[src/rtl/reg_write_arbiter_pkg.sv]
// reg_write_arbiter shared types: register address width, grant codes,
// and the queued writeback entry.
package reg_write_arbiter_pkg;

  localparam int REG_ADDR_W = 5;
  localparam logic [REG_ADDR_W-1:0] ZERO_REG = 5'd0;
  localparam int WB_DATA_W = 64;

  typedef enum logic [1:0] {
    GNT_NONE = 2'd0,
    GNT_ALU  = 2'd1,
    GNT_MEM  = 2'd2
  } gnt_t;

  typedef struct packed {
    logic [REG_ADDR_W-1:0] rd;
    logic [WB_DATA_W-1:0]  data;
  } wb_entry_t;

endpackage

[src/rtl/reg_write_arbiter_if.sv]
// Writeback bus: ALU/MEM valid-ready requests in, register-file write
// port and PENDING_MASK out. master = requesters/regfile, slave = arbiter.
interface reg_write_arbiter_if
  import reg_write_arbiter_pkg::*;
#(
  parameter int DATA_W = 64
);
  logic                  ALU_VALID;
  logic                  ALU_READY;
  logic [REG_ADDR_W-1:0] ALU_REG;
  logic [DATA_W-1:0]     ALU_DATA;
  logic                  MEM_VALID;
  logic                  MEM_READY;
  logic [REG_ADDR_W-1:0] MEM_REG;
  logic [DATA_W-1:0]     MEM_DATA;
  logic [REG_ADDR_W-1:0] WRITE_REG;
  logic [DATA_W-1:0]     WRITE_DATA;
  logic                  REG_WRITE_ENABLE;
  logic [31:0]           PENDING_MASK;

  modport master (
    output ALU_VALID, ALU_REG, ALU_DATA,
    output MEM_VALID, MEM_REG, MEM_DATA,
    input  ALU_READY, MEM_READY,
    input  WRITE_REG, WRITE_DATA,
    input  REG_WRITE_ENABLE, PENDING_MASK
  );

  modport slave (
    input  ALU_VALID, ALU_REG, ALU_DATA,
    input  MEM_VALID, MEM_REG, MEM_DATA,
    output ALU_READY, MEM_READY,
    output WRITE_REG, WRITE_DATA,
    output REG_WRITE_ENABLE, PENDING_MASK
  );
endinterface

[src/rtl/reg_write_arbiter_wb_fifo.sv]
// wb_fifo: DEPTH-entry writeback queue. push/pop, head, empty/full,
// plus per-entry valid and dest reg for pending-mask generation.
module wb_fifo
  import reg_write_arbiter_pkg::*;
#(
  parameter int DEPTH  = 4,
  parameter int DATA_W = 64
) (
  input  logic                                 clk,
  input  logic                                 rst_n,
  input  logic                                 push,
  input  logic [REG_ADDR_W-1:0]                push_rd,
  input  logic [DATA_W-1:0]                    push_data,
  input  logic                                 pop,
  output wb_entry_t                            head,
  output logic                                 empty,
  output logic                                 full,
  output logic [DEPTH-1:0]                     ent_vld,
  output logic [DEPTH-1:0][REG_ADDR_W-1:0]     ent_rd
);

  localparam int AW = $clog2(DEPTH);
  localparam logic [AW:0] FULL_CNT = (AW+1)'(DEPTH);

  wb_entry_t        mem_q [DEPTH];
  logic [AW-1:0]    wr_ptr;
  logic [AW-1:0]    rd_ptr;
  logic [AW:0]      cnt;
  logic [DEPTH-1:0] vld_q;

  assign empty   = (cnt == '0);
  assign full    = (cnt == FULL_CNT);
  assign head    = mem_q[rd_ptr];
  assign ent_vld = vld_q;

  always_comb begin
    ent_rd = '0;
    for (int i = 0; i < DEPTH; i++) begin
      ent_rd[i] = mem_q[i].rd;
    end
  end

  always_ff @(posedge clk) begin
    if (push) begin
      mem_q[wr_ptr].rd   <= push_rd;
      mem_q[wr_ptr].data <= push_data;
    end
  end

  // push only when not full, pop only when not empty, so the two
  // valid-bit updates never hit the same slot.
  always_ff @(posedge clk or negedge rst_n) begin
    if (!rst_n) begin
      wr_ptr <= '0;
      rd_ptr <= '0;
      cnt    <= '0;
      vld_q  <= '0;
    end else begin
      if (push) begin
        wr_ptr        <= wr_ptr + 1'b1;
        vld_q[wr_ptr] <= 1'b1;
      end
      if (pop) begin
        rd_ptr        <= rd_ptr + 1'b1;
        vld_q[rd_ptr] <= 1'b0;
      end
      if (push && !pop) begin
        cnt <= cnt + 1'b1;
      end else if (pop && !push) begin
        cnt <= cnt - 1'b1;
      end
    end
  end

endmodule

[src/rtl/reg_write_arbiter.sv]
// reg_write_arbiter: two writeback queues (ALU, MEM) sharing one regfile
// write port; MEM-priority arbiter with ALU starvation limit; PENDING_MASK.
module reg_write_arbiter
  import reg_write_arbiter_pkg::*;
#(
  parameter int DEPTH        = 4,
  parameter int STARVE_LIMIT = 3,
  parameter int DATA_W       = 64
) (
  input logic                 CLK,
  input logic                 RST_N,
  reg_write_arbiter_if.slave  bus
);

  localparam int SW = $clog2(STARVE_LIMIT + 1);
  localparam logic [SW-1:0] STARVE_MAX = SW'(STARVE_LIMIT);

  wb_entry_t                          a_head, m_head;
  logic                               a_empty, a_full;
  logic                               m_empty, m_full;
  logic [DEPTH-1:0]                   a_vld, m_vld;
  logic [DEPTH-1:0][REG_ADDR_W-1:0]   a_rd, m_rd;
  logic                               a_push, m_push;
  gnt_t                               gnt;
  logic [SW-1:0]                      starve_q;
  logic                               we_q;
  logic [REG_ADDR_W-1:0]              wreg_q;
  logic [DATA_W-1:0]                  wdata_q;
  logic                               alu_starved;

  assign bus.ALU_READY = !a_full;
  assign bus.MEM_READY = !m_full;

  // x0 writes complete the handshake but are never queued.
  assign a_push = bus.ALU_VALID && !a_full &&
                  (bus.ALU_REG != ZERO_REG);
  assign m_push = bus.MEM_VALID && !m_full &&
                  (bus.MEM_REG != ZERO_REG);

  assign alu_starved = !a_empty && (starve_q == STARVE_MAX);

  always_comb begin
    gnt = GNT_NONE;
    priority case (1'b1)
      (!m_empty && !alu_starved): gnt = GNT_MEM;
      (!a_empty):                 gnt = GNT_ALU;
      default:                    gnt = GNT_NONE;
    endcase
  end

  wb_fifo #(.DEPTH(DEPTH), .DATA_W(DATA_W)) u_alu_q (
    .clk       (CLK),
    .rst_n     (RST_N),
    .push      (a_push),
    .push_rd   (bus.ALU_REG),
    .push_data (bus.ALU_DATA),
    .pop       (gnt == GNT_ALU),
    .head      (a_head),
    .empty     (a_empty),
    .full      (a_full),
    .ent_vld   (a_vld),
    .ent_rd    (a_rd)
  );

  wb_fifo #(.DEPTH(DEPTH), .DATA_W(DATA_W)) u_mem_q (
    .clk       (CLK),
    .rst_n     (RST_N),
    .push      (m_push),
    .push_rd   (bus.MEM_REG),
    .push_data (bus.MEM_DATA),
    .pop       (gnt == GNT_MEM),
    .head      (m_head),
    .empty     (m_empty),
    .full      (m_full),
    .ent_vld   (m_vld),
    .ent_rd    (m_rd)
  );

  always_ff @(posedge CLK or negedge RST_N) begin
    if (!RST_N) begin
      we_q     <= 1'b0;
      wreg_q   <= '0;
      wdata_q  <= '0;
      starve_q <= '0;
    end else begin
      unique case (gnt)
        GNT_ALU: begin
          we_q     <= 1'b1;
          wreg_q   <= a_head.rd;
          wdata_q  <= a_head.data;
          starve_q <= '0;
        end
        GNT_MEM: begin
          we_q    <= 1'b1;
          wreg_q  <= m_head.rd;
          wdata_q <= m_head.data;
          if (!a_empty && starve_q != STARVE_MAX) begin
            starve_q <= starve_q + 1'b1;
          end
        end
        default: we_q <= 1'b0;
      endcase
    end
  end

  assign bus.REG_WRITE_ENABLE = we_q;
  assign bus.WRITE_REG        = wreg_q;
  assign bus.WRITE_DATA       = wdata_q;

  always_comb begin
    bus.PENDING_MASK = '0;
    for (int i = 0; i < DEPTH; i++) begin
      if (a_vld[i]) bus.PENDING_MASK[a_rd[i]] = 1'b1;
      if (m_vld[i]) bus.PENDING_MASK[m_rd[i]] = 1'b1;
    end
    if (we_q) bus.PENDING_MASK[wreg_q] = 1'b1;
  end

endmodule

[src/flat_wrapper.sv]
// flat-port wrapper written by rule: the top's interface ports become plain ports
module reg_write_arbiter_flat import reg_write_arbiter_pkg::*;
#(
  parameter int DEPTH        = 4,
  parameter int STARVE_LIMIT = 3,
  parameter int DATA_W       = 64
)
  (CLK, RST_N, bus_ALU_VALID, bus_ALU_REG, bus_ALU_DATA, bus_MEM_VALID, bus_MEM_REG, bus_MEM_DATA, bus_ALU_READY, bus_MEM_READY, bus_WRITE_REG, bus_WRITE_DATA, bus_REG_WRITE_ENABLE, bus_PENDING_MASK);
  reg_write_arbiter_if #(.DATA_W(DATA_W)) bus_i ();
  input logic CLK;
  input logic RST_N;
  input wire logic [$bits(bus_i.ALU_VALID)-1:0] bus_ALU_VALID;
  input wire logic [$bits(bus_i.ALU_REG)-1:0] bus_ALU_REG;
  input wire logic [$bits(bus_i.ALU_DATA)-1:0] bus_ALU_DATA;
  input wire logic [$bits(bus_i.MEM_VALID)-1:0] bus_MEM_VALID;
  input wire logic [$bits(bus_i.MEM_REG)-1:0] bus_MEM_REG;
  input wire logic [$bits(bus_i.MEM_DATA)-1:0] bus_MEM_DATA;
  output wire logic [$bits(bus_i.ALU_READY)-1:0] bus_ALU_READY;
  output wire logic [$bits(bus_i.MEM_READY)-1:0] bus_MEM_READY;
  output wire logic [$bits(bus_i.WRITE_REG)-1:0] bus_WRITE_REG;
  output wire logic [$bits(bus_i.WRITE_DATA)-1:0] bus_WRITE_DATA;
  output wire logic [$bits(bus_i.REG_WRITE_ENABLE)-1:0] bus_REG_WRITE_ENABLE;
  output wire logic [$bits(bus_i.PENDING_MASK)-1:0] bus_PENDING_MASK;
  assign bus_i.ALU_VALID = bus_ALU_VALID;
  assign bus_i.ALU_REG = bus_ALU_REG;
  assign bus_i.ALU_DATA = bus_ALU_DATA;
  assign bus_i.MEM_VALID = bus_MEM_VALID;
  assign bus_i.MEM_REG = bus_MEM_REG;
  assign bus_i.MEM_DATA = bus_MEM_DATA;
  assign bus_ALU_READY = bus_i.ALU_READY;
  assign bus_MEM_READY = bus_i.MEM_READY;
  assign bus_WRITE_REG = bus_i.WRITE_REG;
  assign bus_WRITE_DATA = bus_i.WRITE_DATA;
  assign bus_REG_WRITE_ENABLE = bus_i.REG_WRITE_ENABLE;
  assign bus_PENDING_MASK = bus_i.PENDING_MASK;
  reg_write_arbiter #(.DEPTH(DEPTH), .STARVE_LIMIT(STARVE_LIMIT), .DATA_W(DATA_W)) u_core (.CLK(CLK), .RST_N(RST_N), .bus(bus_i));
endmodule
[config.mk]
export PLATFORM = sky130hd
export DESIGN_NAME = reg_write_arbiter_flat
export DESIGN_NICKNAME = d
export VERILOG_FILES = /design/src/rtl/reg_write_arbiter_pkg.sv /design/src/rtl/reg_write_arbiter_if.sv /design/src/rtl/reg_write_arbiter_wb_fifo.sv /design/src/rtl/reg_write_arbiter.sv /design/src/flat_wrapper.sv
export SDC_FILE = /design/constraint.sdc
export NUM_CORES = 1
export LEC_CHECK = 0
export CORE_ASPECT_RATIO = 0.5
export CORE_UTILIZATION = 53
export DETAILED_ROUTE_END_ITERATION = 10
export PLACE_DENSITY = 0.71
export SYNTH_ARGS = -nofsm -noshare
export SYNTH_HDL_FRONTEND = slang
export SYNTH_SLANG_ARGS = --single-unit
[constraint.sdc]
create_clock -name CLK -period 7.2 [get_ports CLK]
set_input_delay 2.16 -clock CLK [delete_from_list [all_inputs] [get_ports CLK]]
set_output_delay 2.16 -clock CLK [all_outputs]
set_load 0.03 [all_outputs]
---- After elaboration in Yosys (flattened, before gate mapping) ----
Memories as Yosys holds them, arrays and structs flattened.
Index checks and enable logic that the tools add are counted.
operators by class
  eq/ne operators ......................... 7
  multiplexer cells ....................... 54
  reductions and logical operators ........ 42
  bitwise operators ....................... 14
  $add $sub $neg .......................... 9
  $lt $le $gt $ge ......................... 26
operators by type and width
  operator               count
  $mux W32               9
  $or A32 B32 Y32        8
  $pmux W64 S2           1
  $lt A5 B6 Y1 const B   9
  $demux W1 S5           9
  $ge A5 B1 Y1 const B   9
  $logic_and A1 B1 Y1    24
  $mux W1                19
  $mux W4                4
  $lt A2 B3 Y1 const B   4
  $mux W3                4
  $add A2 B1 Y2 const B  5
  $pmux W5 S2            1
  $reduce_bool A5 Y1     2
  $logic_not A1 Y1       9
  $and A4 B4 Y4          2
  $demux W1 S2           4
  $ge A2 B1 Y1 const B   4
  $not A4 Y4             2
  $or A4 B4 Y4           2
  $add A3 B1 Y3 const B  2
  $eq A3 B3 Y1 const B   2
  $logic_not A3 Y1       2
  $reduce_bool A2 Y1     3
  9 further kinds        12
word-level totals
  bits in registers ....................... 94
  output and inout port bits .............. 104
  logic and storage cells ................. 166
  memory bits (writable) .................. 552
  memories ................................ 2
  bits of input ports ..................... 142
memory list
  name                  depth  width  rd ports  clocked after Yosys merged registers in  wr ports  RTL line                         source
  u_core.u_alu_q.mem_q  4      69     5         0                                        1         reg_write_arbiter_wb_fifo.sv:25  wb_entry_t mem_q [DEPTH];
  u_core.u_mem_q.mem_q  4      69     5         0                                        1         reg_write_arbiter_wb_fifo.sv:25

---- Logic depth before layout (Yosys ltp) ----
An unclocked memory read counts as a cell.
  depth after elaboration ................. 22
  mapped depth ............................ 12
  depth with buffers taken out ............ 10

---- Hierarchy ----
From an unflattened synthesis, not the netlist that was laid out.
second synthesis, totals
  cells, all modules ...................... 1549
  area total of the unflattened synthesis .. 27669.0 um^2
modules (own cells, without submodules)
  module             seq. area each (um^2)  times used  cells each  area each (um^2)
  wb_fifo            8563.2                 2           430         10769.1
  reg_write_arbiter  1801.7                 1           689         6130.9

---- Worst setup path after synthesis ----
OpenSTA, ideal clock, no wires.
  path kind ............................... input port to flip-flop
  from .................................... input bus_ALU_REG[3]
  to ...................................... memory u_core.u_alu_q.mem_q[0][0] (netlist bit), enable pin
  arrival time ............................ 4.152 ns
  required time ........................... 6.764 ns
  library setup time ...................... 0.436 ns
  cell stages on the path ................. 3
  buffers on the path ..................... 0
  setup slack ............................. 2.612 ns
  cells stage by stage .................... or4_1 o211a_1 and2_1
on the way
  longest elaborated chain between the ends .. 4
ends and longest elaborated chain
  item                           RTL line                         source
  from (decl)                    flat_wrapper.sv:13               input wire logic [$bits(bus_i.ALU_REG)-1:0] bus_ALU_REG;
  $reduce_bool A5 Y1             reg_write_arbiter.sv:36          (bus.ALU_REG != ZERO_REG);
  $logic_and A1 B1 Y1            reg_write_arbiter.sv:35          assign a_push = bus.ALU_VALID && !a_full &&
  net u_core.a_push              reg_write_arbiter.sv:23          logic a_push, m_push;
  $mux W1                        reg_write_arbiter_wb_fifo.sv:44  if (push) begin
  $mux W1 (not written as such)  reg_write_arbiter_wb_fifo.sv:46  mem_q[wr_ptr].data <= push_data;
  to (decl)                      reg_write_arbiter_wb_fifo.sv:25
The timed path passes the listed nets, and every way through them passes these cells.

==> impl_metrics.py <==
metrics = {
    "run_status": {
        "status": "complete, no violations",
    },
    "clocking": {
        "cts_resized": 0,
        "path_clk_slew_ns": 0.07,
        "clock_path_buffers": 3,
        "cts_sinks": 646,
        "clock_latency_ns": 0.61,
        "cts_setup_buffers": 0,
        "cts_made_buffers": 52,
        "cts_tree": "yes",
        "ctsHoldBuffers": 0,
        "htreeDepth": 2,
        "cts-root-buf": "clkbuf_16",
    },
    "worst_setup_path": {
        "crit_arrival_ns": 3.22,
        "r2r-end": "u_core.u_mem_q.cnt[2]",
        "r2r_setup_slack_ns": 3.79,
        "path_class": "reg2out",
        "r2r_start": "u_core.u_mem_q.cnt[2]",
        "worstPathCellList": "nand4_1 -> o32ai_1 -> nor3_1 -> o211ai_1 -> clkdlybuf4s50_1",
        "crit_family": "compound AO/OA/AOI/OAI gates",
        "slowest_stage": "clkdlybuf4s50_1",
        "ff2ff_path_depth": 11,
        "max_stage_delay_ns": 0.71,
        "cp-start-kind": "flop",
        "critPathMaxFanout": 12,
        "critPathBufInv": 1,
        "critPathRequiredTime_ns": 5.04,
        "worst_setup_path_end_kind": "primary output",
    },
    "synth": {
        "synth_cells": 1492,
        "synth_nets": 1655,
        "synth-seq-cells": 646,
        "yosys_warnings": 0,
        "synth_top_family_by_area": "multiplexers",
        "synth-simple-area-share_pct": 5.30,
        "yosysTopAreaCell": "edfxtp_1",
        "synth-adder-area-share_pct": 1.03,
        "syn_avg_cell_area_sq_um": 18.0,
        "async_flop_share_pct": 14.6,
        "synth_area_sq_mm": 0.0269,
        "yosys-top-cells-area": "edfxtp_1 (62%), mux4_2 (12%), dfrtp_1 (8.7%)",
        "yosysUniqueCellTypes": 45,
        "synth_xor_xnor_area_share_pct": 0.326,
        "synth_enable_flop_cells": 552,
        "ys.flop_type": "edfxtp_1",
        "synthMuxAreaShare_pct": 14.2,
        "synth_compound_area_share_pct": 6.85,
        "yosysSeqAreaShare_pct": 70.3,
        "synth_top_area_share_pct": 61.6,
    },
    "route": {
        "vias": 15916,
        "viasPerCell": 6.55,
        "drtIter0Drc": 2075,
        "ant_nets": 0,
        "wl_per_cell_um": 31.2,
        "wirelength_um": 75800,
        "dr.pass1.iters": 6,
        "drcViolationCount": 0,
    },
    "die": {
        "num_rows": 57,
        "die_w_um": 321,
        "io_pins": 246,
        "initial_utilization_pct": 54.6,
        "die_y_um": 161,
        "die-area_sq_mm": 0.0517,
        "core_area_sq_mm": 0.0493,
    },
    "cells_and_area": {
        "final_cell_mix": "edfxtp_1 (552), clkdlybuf4s50_1 (244), mux4_2 (138)",
        "mostFrequentLayoutCell": "edfxtp_1",
        "final_util_pct": 64.3,
        "drive_above_1_share_pct": 16.0,
        "areaGrowthSynthToFinish_pct": 17.8,
        "nets": 1871,
        "fin_area_sq_mm": 0.0317,
    },
    "timing": {
        "rsz0062_at_grt": "false",
        "min_period_over_period_pct": 74.8,
        "layout_setup_ws_ns": 1.82,
        "finalHoldViolations": 0,
        "setup_viol": 0,
        "setup-tns-final_ns": 0,
        "skew_ns": 0.0324,
        "clock.fmax_ghz": 0.186,
        "slew_headroom_pct": 22.3,
        "drv_slew": 0,
        "worst_pin_slew_ns": 1.17,
        "finalCriticalPeriod_ns": 5.38,
    },
    "flow_run": {
        "max_cap_violations": 0,
    },
    "pwr": {
        "power-per-cell-area_mw_per_mm2": 427,
        "ir_drop_mv": 0.249,
        "p_leak_nw": 10.4,
    },
    "global_route": {
        "grt_use_met2_pct": 47.2,
        "busiest_layer": "met2",
        "grtUsageTotal_pct": 29.7,
        "first_global_vias": 15887,
        "grt_pass1_wl_um": 111000,
        "grt_max_degree": 73,
        "use_met3_pct": 4.35,
        "antenna_found_initial": 1,
        "overflow": 0,
        "grt_use_met1_pct": 44.1,
    },
    "placement": {
        "dp_hpwl_um": 49400,
        "port_buffers": 245,
        "pre_cts_slack_ns": 2.27,
        "postPlaceCellArea_sq_mm": 0.0299,
        "routabilityCongestion": 0.995,
    },
    "hold_path": {
        "whs_endpoint": "u_core.starve_q[0]",
        "min_from": "u_core.starve_q[0]",
        "hold_depth": 1,
        "hold_path.class": "reg2reg",
    },
}
-- worst reg2reg max path, cell delays in order (launching register included) --
cell	delay (ns)
dfrtp_1	0.42
nor3_2	0.72
buf_4	0.47
a21oi_4	0.05
buf_4	0.41
inv_1	0.16
ha_1	0.19
inv_1	0.06
fa_1	0.38
xor2_1	0.16
nor2_1	0.12
xor2_1	0.18
-- synthesized netlist by cell type (all sizes together) (2+ instances only) --
cell / number
nor3: 21
buf: 33
nand4b: 27
o22ai: 82
clkbuf: 68
o211ai: 18
or4b: 8
nand2: 22
o32a: 8
o21ai: 4
o211a: 2
a21oi: 71
mux2: 3
and2: 8
xor2: 4
nand2b: 22
o32ai: 45
edfxtp: 552
dfrtp: 94
nor2: 55
or3b: 2
inv: 13
xnor2: 6
mux4: 138
or4bb: 13
fa: 2
nand3: 2
mux2i: 69
nand4: 9
or2: 9
or4: 7
o22a: 17
nor4: 8
a2bb2oi: 8
o221ai: 11
nand4bb: 11
ha: 19
-- cell families (layout without fill, tap and decap cells) --
logic type	after synthesis	in the layout
fa+ha+maj	21	21
xor+xnor	10	10
other cells	0	1
mux	210	210
simple gates	225	225
compound gates	266	266
buf+inv	114	374
flops	646	646
-- layout make-up --
class | count | area (sq um)
antenna | 1 | 2.50
clock buffer | 68 | 1420
clock inverter | 30 | 349
fill | 3354 | 17600
inverter | 13 | 48.8
multi-input combinational | 732 | 7500
sequential | 646 | 18900
tap | 678 | 848
timing repair buffer | 263 | 2580
-- per-stage QoR --
| stage | std cells | power (W) | hold slack, ns |
|---|---|---|---|
| after floorplan | 1492 | 0.00886 | 0.457 |
| after global placement | 2332 | 0.0105 | 0.488 |
| after detailed placement | 2332 | 0.0107 | 0.518 |
| after CTS | 2430 | 0.0136 | 0.534 |
| after global routing | 2430 | 0.0141 | 0.562 |
| final | 2431 | 0.0135 | 0.526 |
-- where the power goes --
group          internal, W  total (W)  switching, W
clock              0.00162    0.00294       0.00132
sequential         0.00504    0.00577      0.000731
combinational      0.00212    0.00482       0.00270
-- flip-flops by register name, indices dropped and copies added, names as in the netlist --
| signal | count |
|---|---|
| u_core.u_alu_q.ent_vld | 4 |
| u_core.bus.REG_WRITE_ENABLE | 1 |
| u_core.u_alu_q.mem_q | 276 |
| u_core.bus.WRITE_DATA | 64 |
| u_core.u_alu_q.wr_ptr | 2 |
| u_core.u_mem_q.rd_ptr | 2 |
| u_core.u_mem_q.ent_vld | 4 |
| u_core.u_mem_q.cnt | 3 |
| u_core.u_alu_q.rd_ptr | 2 |
| u_core.starve_q | 2 |
| u_core.bus.WRITE_REG | 5 |
| u_core.u_alu_q.cnt | 3 |
| u_core.u_mem_q.wr_ptr | 2 |
| u_core.u_mem_q.mem_q | 276 |
-- per-layer routing --
metal	wire length, um	up-vias	share of wire (%)
met5	0	-	0
met4	1650	0	2.2
met3	5270	118	7.0
met2	36100	752	48
met1	32700	8385	43
li1	-	6661	-
-- worst max-delay path by stage --
| stage | start | endpoint | cells past startpoint |
|---|---|---|---|
| 2_1_floorplan | bus_ALU_REG[3] | u_core.u_alu_q.mem_q[0][0] | 3 |
| 3_3_place_gp | bus_ALU_REG[4] | u_core.u_alu_q.mem_q[1][0] | 5 |
| 3_5_place_dp | bus_ALU_REG[4] | u_core.u_alu_q.mem_q[2][2] | 5 |
| 4_1_cts | u_core.u_alu_q.mem_q[1][65] | bus_PENDING_MASK[8] | 5 |
| 5_1_grt | u_core.u_alu_q.mem_q[1][64] | bus_PENDING_MASK[11] | 5 |
| 6_report | u_core.u_alu_q.mem_q[1][64] | bus_PENDING_MASK[11] | 5 |
Power figures use the tool's default switching activity.
==> variant 1, RTL diff (same settings) <==
`REG_ADDR_W`: 5 -> 6.
--- a/src/rtl/reg_write_arbiter_pkg.sv
+++ b/src/rtl/reg_write_arbiter_pkg.sv
@@ -3,5 +3,5 @@
 package reg_write_arbiter_pkg;
 
-  localparam int REG_ADDR_W = 5;
+  localparam int REG_ADDR_W = 6;
   localparam logic [REG_ADDR_W-1:0] ZERO_REG = 5'd0;
   localparam int WB_DATA_W = 64;
Ports: changed (resized bus_ALU_REG, bus_MEM_REG and bus_WRITE_REG); port bits go from 246 to 249. The function was not compared with the original's and may differ.
==> variant 1 against the unedited design <==
- die area grew 2.0%
- largest cell class unchanged
- power up 1.1%
- sequential power up 2%
- critical endpoint is now bus_PENDING_MASK[8]
- critical path type unchanged
- final area is 2.1% higher
- sequential share of layout area down 0.42 points
- sequential cell count up 9
- area after synthesis is 2.0% higher
- worst setup slack lost 0.039 ns
- final cell count increased by 3.6%
- routed wire length grew 1.3%
==> variant 1: results <==
{
  "gr-usage-all-layers_pct": 29.5,
  "worstHoldEndpoint": "u_core.starve_q[0]",
  "r2r-start": "u_core.starve_q[0]",
  "cts_buffers": 54,
  "async_flop_share_pct": 14.5,
  "clk_latency_ns": 0.62,
  "dr.first_iter.drc_count": 1737,
  "cts_root_buf": "clkbuf_16",
  "clk_pin_slew_ns": 0.07,
  "synthFlopType": "edfxtp_1",
  "portBuffers": 248,
  "pre_cts_ws_ns": 2.27,
  "clock_skew_ns": 0.0437,
  "postCtsSetupBuffers": 0,
  "slew_headroom_pct": 28.4,
  "grt_pass1_vias": 16400,
  "cts_buffer_depth": 3,
  "grt_max_degree": 61,
  "dp_hpwl_um": 48900,
  "r2r_cells": 11,
  "placed_cell_area_um2": 30600,
  "run_status": "finished, final reports clean",
  "synth-warning-count": 0,
  "p_leak_nw": 10.5,
  "hold_path.class": "reg -> reg",
  "final-hold-violation-count": 0,
  "grt_pass1_wl_um": 112000,
  "ys_top_cells_by_count": "edfxtp_1, mux4_2, nor2_1",
  "antenna_found_initial": 4,
  "ir_drop_uv": 258,
  "firstDrtPassIters": 5,
  "min_from": "u_core.starve_q[0]",
  "synth_enable_flop_cells": 560,
  "cts.repair.resized": 0,
  "layout.nets": 1947,
  "p_sw_share_pct": 35.3,
  "holdWs_ns": 0.511,
  "synth_nets": 1715,
  "yosysSeqAreaShare_pct": 69.9,
  "rrSetupSlack_ns": 3.92,
  "maxCapViolCount": 0,
  "drive_above_1_share_pct": 16.5,
  "worstReg2RegEnd": "u_core.u_mem_q.cnt[2]",
  "synth_area_leaders": "edfxtp_1, mux4_2, dfrtp_1",
  "wl_per_cell_um": 30.5,
  "cp_max_fo": 8,
  "place.gp.congestion": 0.911,
  "vias_per_cell": 6.53,
  "cts_max_level": 2,
  "ys_types": 51
}
==> variant 1: changes by cell type in the layout (fill, tap and decap cells not counted), moves of 9 or more <==
cell | unedited run | this run
a22oi_1 | 0 | 22
nand2_1 | 21 | 12
nand2b_1 | 22 | 0
nand3_1 | 2 | 32
nand3b_1 | 0 | 25
nand4_1 | 9 | 0
nand4b_1 | 27 | 9
nor2_1 | 54 | 101
nor3_1 | 19 | 7
o211ai_1 | 18 | 6
o22a_1 | 17 | 7
o22ai_1 | 82 | 94
or2_2 | 9 | 0
or3b_2 | 2 | 23
==> variant 1: worst max-delay path, stage by stage, from the launching register on <==
cell and delay (ns):
dfrtp_1 0.53, nor3b_1 0.48, nor2b_1 0.56, a22oi_1 0.25, nand3_1 0.16, clkdlybuf4s50_1 0.69
==> variant 1: area by class of cell <==
cell class / instances / area [µm²]
Clock buffer: 63 / 1410
Inverter: 12 / 45.0
Timing Repair Buffer: 272 / 2660
Clock inverter: 38 / 405
Sequential cell: 655 / 19200
Antenna cell: 2 / 5.00
Tap cell: 690 / 863
Fill cell: 3598 / 18300
Multi-Input combinational cell: 787 / 7780
==> variant 1: layer usage <==
layer	global-route usage, %	routed length [µm]	vias up
li1	-	-	6902
met1	43.0	32600	8667
met2	46.9	37000	753
met3	4.84	5510	125
met4	6.95	1610	0
met5	0	0	-
==> variant 1: power by group through the flow <==
stage	Combinational [mW]	Clock (mW)	Sequential [mW]
finish	4.79	3.01	5.88
detailed placement	4.79	0	5.95
global placement	4.69	0	5.88
floorplan	3.04	0	5.86
CTS	4.81	3.04	5.88
global route	5.08	3.18	5.96
==> variant 1: logic make-up after synthesis <==
group           share of synthesized area [%]
flops                                    69.9
mux                                      14.2
compound gates                           6.63
simple gates                             6.17
buf+inv                                  1.77
xor+xnor                                0.319
fa+ha+maj                                1.01
==> variant 1: worst max-delay path by stage <==
stage / from / endpoint / slack, ns / depth (start not counted)
finish: u_core.bus.WRITE_REG[1] / bus_PENDING_MASK[8] / 1.78 / 5
global route: u_core.bus.WRITE_REG[1] / bus_PENDING_MASK[28] / 1.69 / 5
CTS: u_core.bus.WRITE_REG[1] / bus_PENDING_MASK[28] / 1.82 / 5
detailed placement: bus_MEM_REG[5] / u_core.u_mem_q.mem_q[0][58] / 2.27 / 5
global placement: bus_MEM_REG[5] / u_core.u_mem_q.mem_q[0][29] / 2.31 / 5
floorplan: bus_ALU_REG[1] / u_core.u_alu_q.cnt[1] / 3.10 / 6
==> variant 1: stage by stage <==
step / total power [mW] / instances
after detailed placement: 10.7 / 2416
final: 13.7 / 2519
after floorplan: 8.90 / 1550
after global routing: 14.2 / 2519
after global placement: 10.6 / 2416
after CTS: 13.7 / 2517
==> variant 2, RTL diff (same flow settings) <==
Made on the original files. Reset style: synchronous (`RST_N` and `rst_n`), changed in 2 clocked blocks.
--- a/src/rtl/reg_write_arbiter_wb_fifo.sv
+++ b/src/rtl/reg_write_arbiter_wb_fifo.sv
@@ -50,5 +50,5 @@
   // push only when not full, pop only when not empty, so the two
   // valid-bit updates never hit the same slot.
-  always_ff @(posedge clk or negedge rst_n) begin
+  always_ff @(posedge clk) begin
     if (!rst_n) begin
       wr_ptr <= '0;
--- a/src/rtl/reg_write_arbiter.sv
+++ b/src/rtl/reg_write_arbiter.sv
@@ -77,5 +77,5 @@
   );
 
-  always_ff @(posedge CLK or negedge RST_N) begin
+  always_ff @(posedge CLK) begin
     if (!RST_N) begin
       we_q     <= 1'b0;
Function: changed (a bounded check fails within 4 cycles, from zero or initial values and one cycle with RST_N low; the reset may be asserted at any time).
==> variant 2 against the unedited design <==
- power decreased by 17%
- final area decreased by 2.1%
- critical endpoint is now bus_PENDING_MASK[2]
- global-route usage increased by 1.0 points
- area after synthesis decreased by 2.0%
- routed wire length increased by 2.4%
- sequential cell count increased by 4
- worst setup slack improved by 0.090 ns
- clock skew decreased by 0.011 ns
- highest routed layer unchanged
==> variant 2: results <==
{
  "run_status": "finished, final reports clean",
  "antenna_found_initial": 0,
  "drive_above_1_share_pct": 14.5,
  "clock_skew_ns": 0.0217,
  "synth_nets": 1737,
  "fillerInstances": 3429,
  "muxShareOfSynthArea_pct": 12.0,
  "dp.cells": 2383,
  "yosysSeqAreaShare_pct": 70.3,
  "ir_drop_uv": 235,
  "slowest_delay_ns": 0.82,
  "clk_latency_ns": 0.60,
  "synthXorXnorAreaFrac_pct": 0.299,
  "cp_max_fo": 9,
  "pre_cts_ws_ns": 2.25,
  "wl_per_cell_um": 31.2,
  "grt_max_degree": 77,
  "grt_pass1_vias": 16430,
  "syn-mean-instance-area_um2": 16.8,
  "ys_types": 52,
  "synth_compound_area_share_pct": 7.62,
  "arrival_ns": 3.13,
  "p_leak_nw": 9.70,
  "synth_area_leaders": "edfxtp_1, mux4_2, dfxtp_1",
  "vias_per_cell": 6.61,
  "place.gp.congestion": 0.934,
  "dp_hpwl_um": 51500,
  "layout.nets": 1952,
  "slew_headroom_pct": 27.0,
  "cts_root_buf": "clkbuf_16",
  "dr.first_iter.drc_count": 2141,
  "fin_cells": 2483,
  "synthAdderAreaFrac_pct": 1.05,
  "gr-usage-all-layers_pct": 30.7,
  "async_flop_share_pct": 0
}
## variant 2: cell types whose count changed after synthesis, moves of 10 or more
cell and change:
nand2_1 +104, o22ai_1 +22, a21oi_1 -11, o21ai_0 +19, mux2i_1 -64, a22oi_1 +47
a211oi_1 +16, o211ai_1 -10, o32ai_1 -38, dfxtp_1 +98, dfrtp_1 -94, a31oi_1 +21
## variant 2: metal layers
layer | share of wire (%) | wire length (µm) | GRT usage (%)
met1 | 42 | 32700 | 44.1
met2 | 48 | 37100 | 49.5
met3 | 7.1 | 5500 | 4.40
met4 | 3.0 | 2340 | 8.94
met5 | 0 | 0 | 0
## variant 2: logic make-up after synthesis
family / count (synthesis)
flip-flops: 650
AND/OR/NAND/NOR: 323
AO/OA/AOI/OAI: 310
multiplexers: 143
buffers and inverters: 118
adder cells (fa/ha/maj): 21
XOR/XNOR: 9
## variant 2: critical path, delay by kind of cell (launching register included)
kind	cells	cell delay (ns)
buffers and inverters	1	0.82
AND/OR/NAND/NOR	2	0.89
AO/OA/AOI/OAI	2	0.33
flip-flops	1	0.52
## variant 2: per-stage QoR
| stage | instance area (µm²) | util (%) | hold WS [ns] |
|---|---|---|---|
| final | 31000 | 63.6 | 0.452 |
| after global routing | 31000 | 63.6 | 0.465 |
| after CTS | 31000 | 63.6 | 0.452 |
| after detailed placement | 29400 | 60.2 | 0.445 |
| after global placement | 29400 | 60.2 | 0.442 |
| after floorplan | 26400 | - | 0.433 |
## variant 2: worst paths after layout
check                         startpoint                         to  slack, ns  cells past startpoint
max          u_core.u_alu_q.mem_q[0][66]        bus_PENDING_MASK[2]       1.91                      5
min            u_core.bus.WRITE_DATA[63]  u_core.bus.WRITE_DATA[63]       0.45                      2
max reg2reg        u_core.u_alu_q.cnt[0]      u_core.u_mem_q.cnt[2]       3.54                     10
min reg2reg    u_core.bus.WRITE_DATA[63]  u_core.bus.WRITE_DATA[63]       0.45                      2
## variant 2: power by group
group	internal (mW)	total (mW)	leakage (nW)	switching (mW)
sequential	4.65	5.07	5.87	0.421
clock	1.51	2.84	0.813	1.33
combinational	1.36	3.34	3.02	1.98
## variant 2: final cells by class
cell class	instances	area share [%]
clock buffers	72	4.60
multi-input cells	806	23.7
inverters	15	0.181
diodes	1	0.00806
well taps	649	2.62
repair buffers	263	8.34
clock inverters	27	0.798
flip-flops and latches	650	59.8
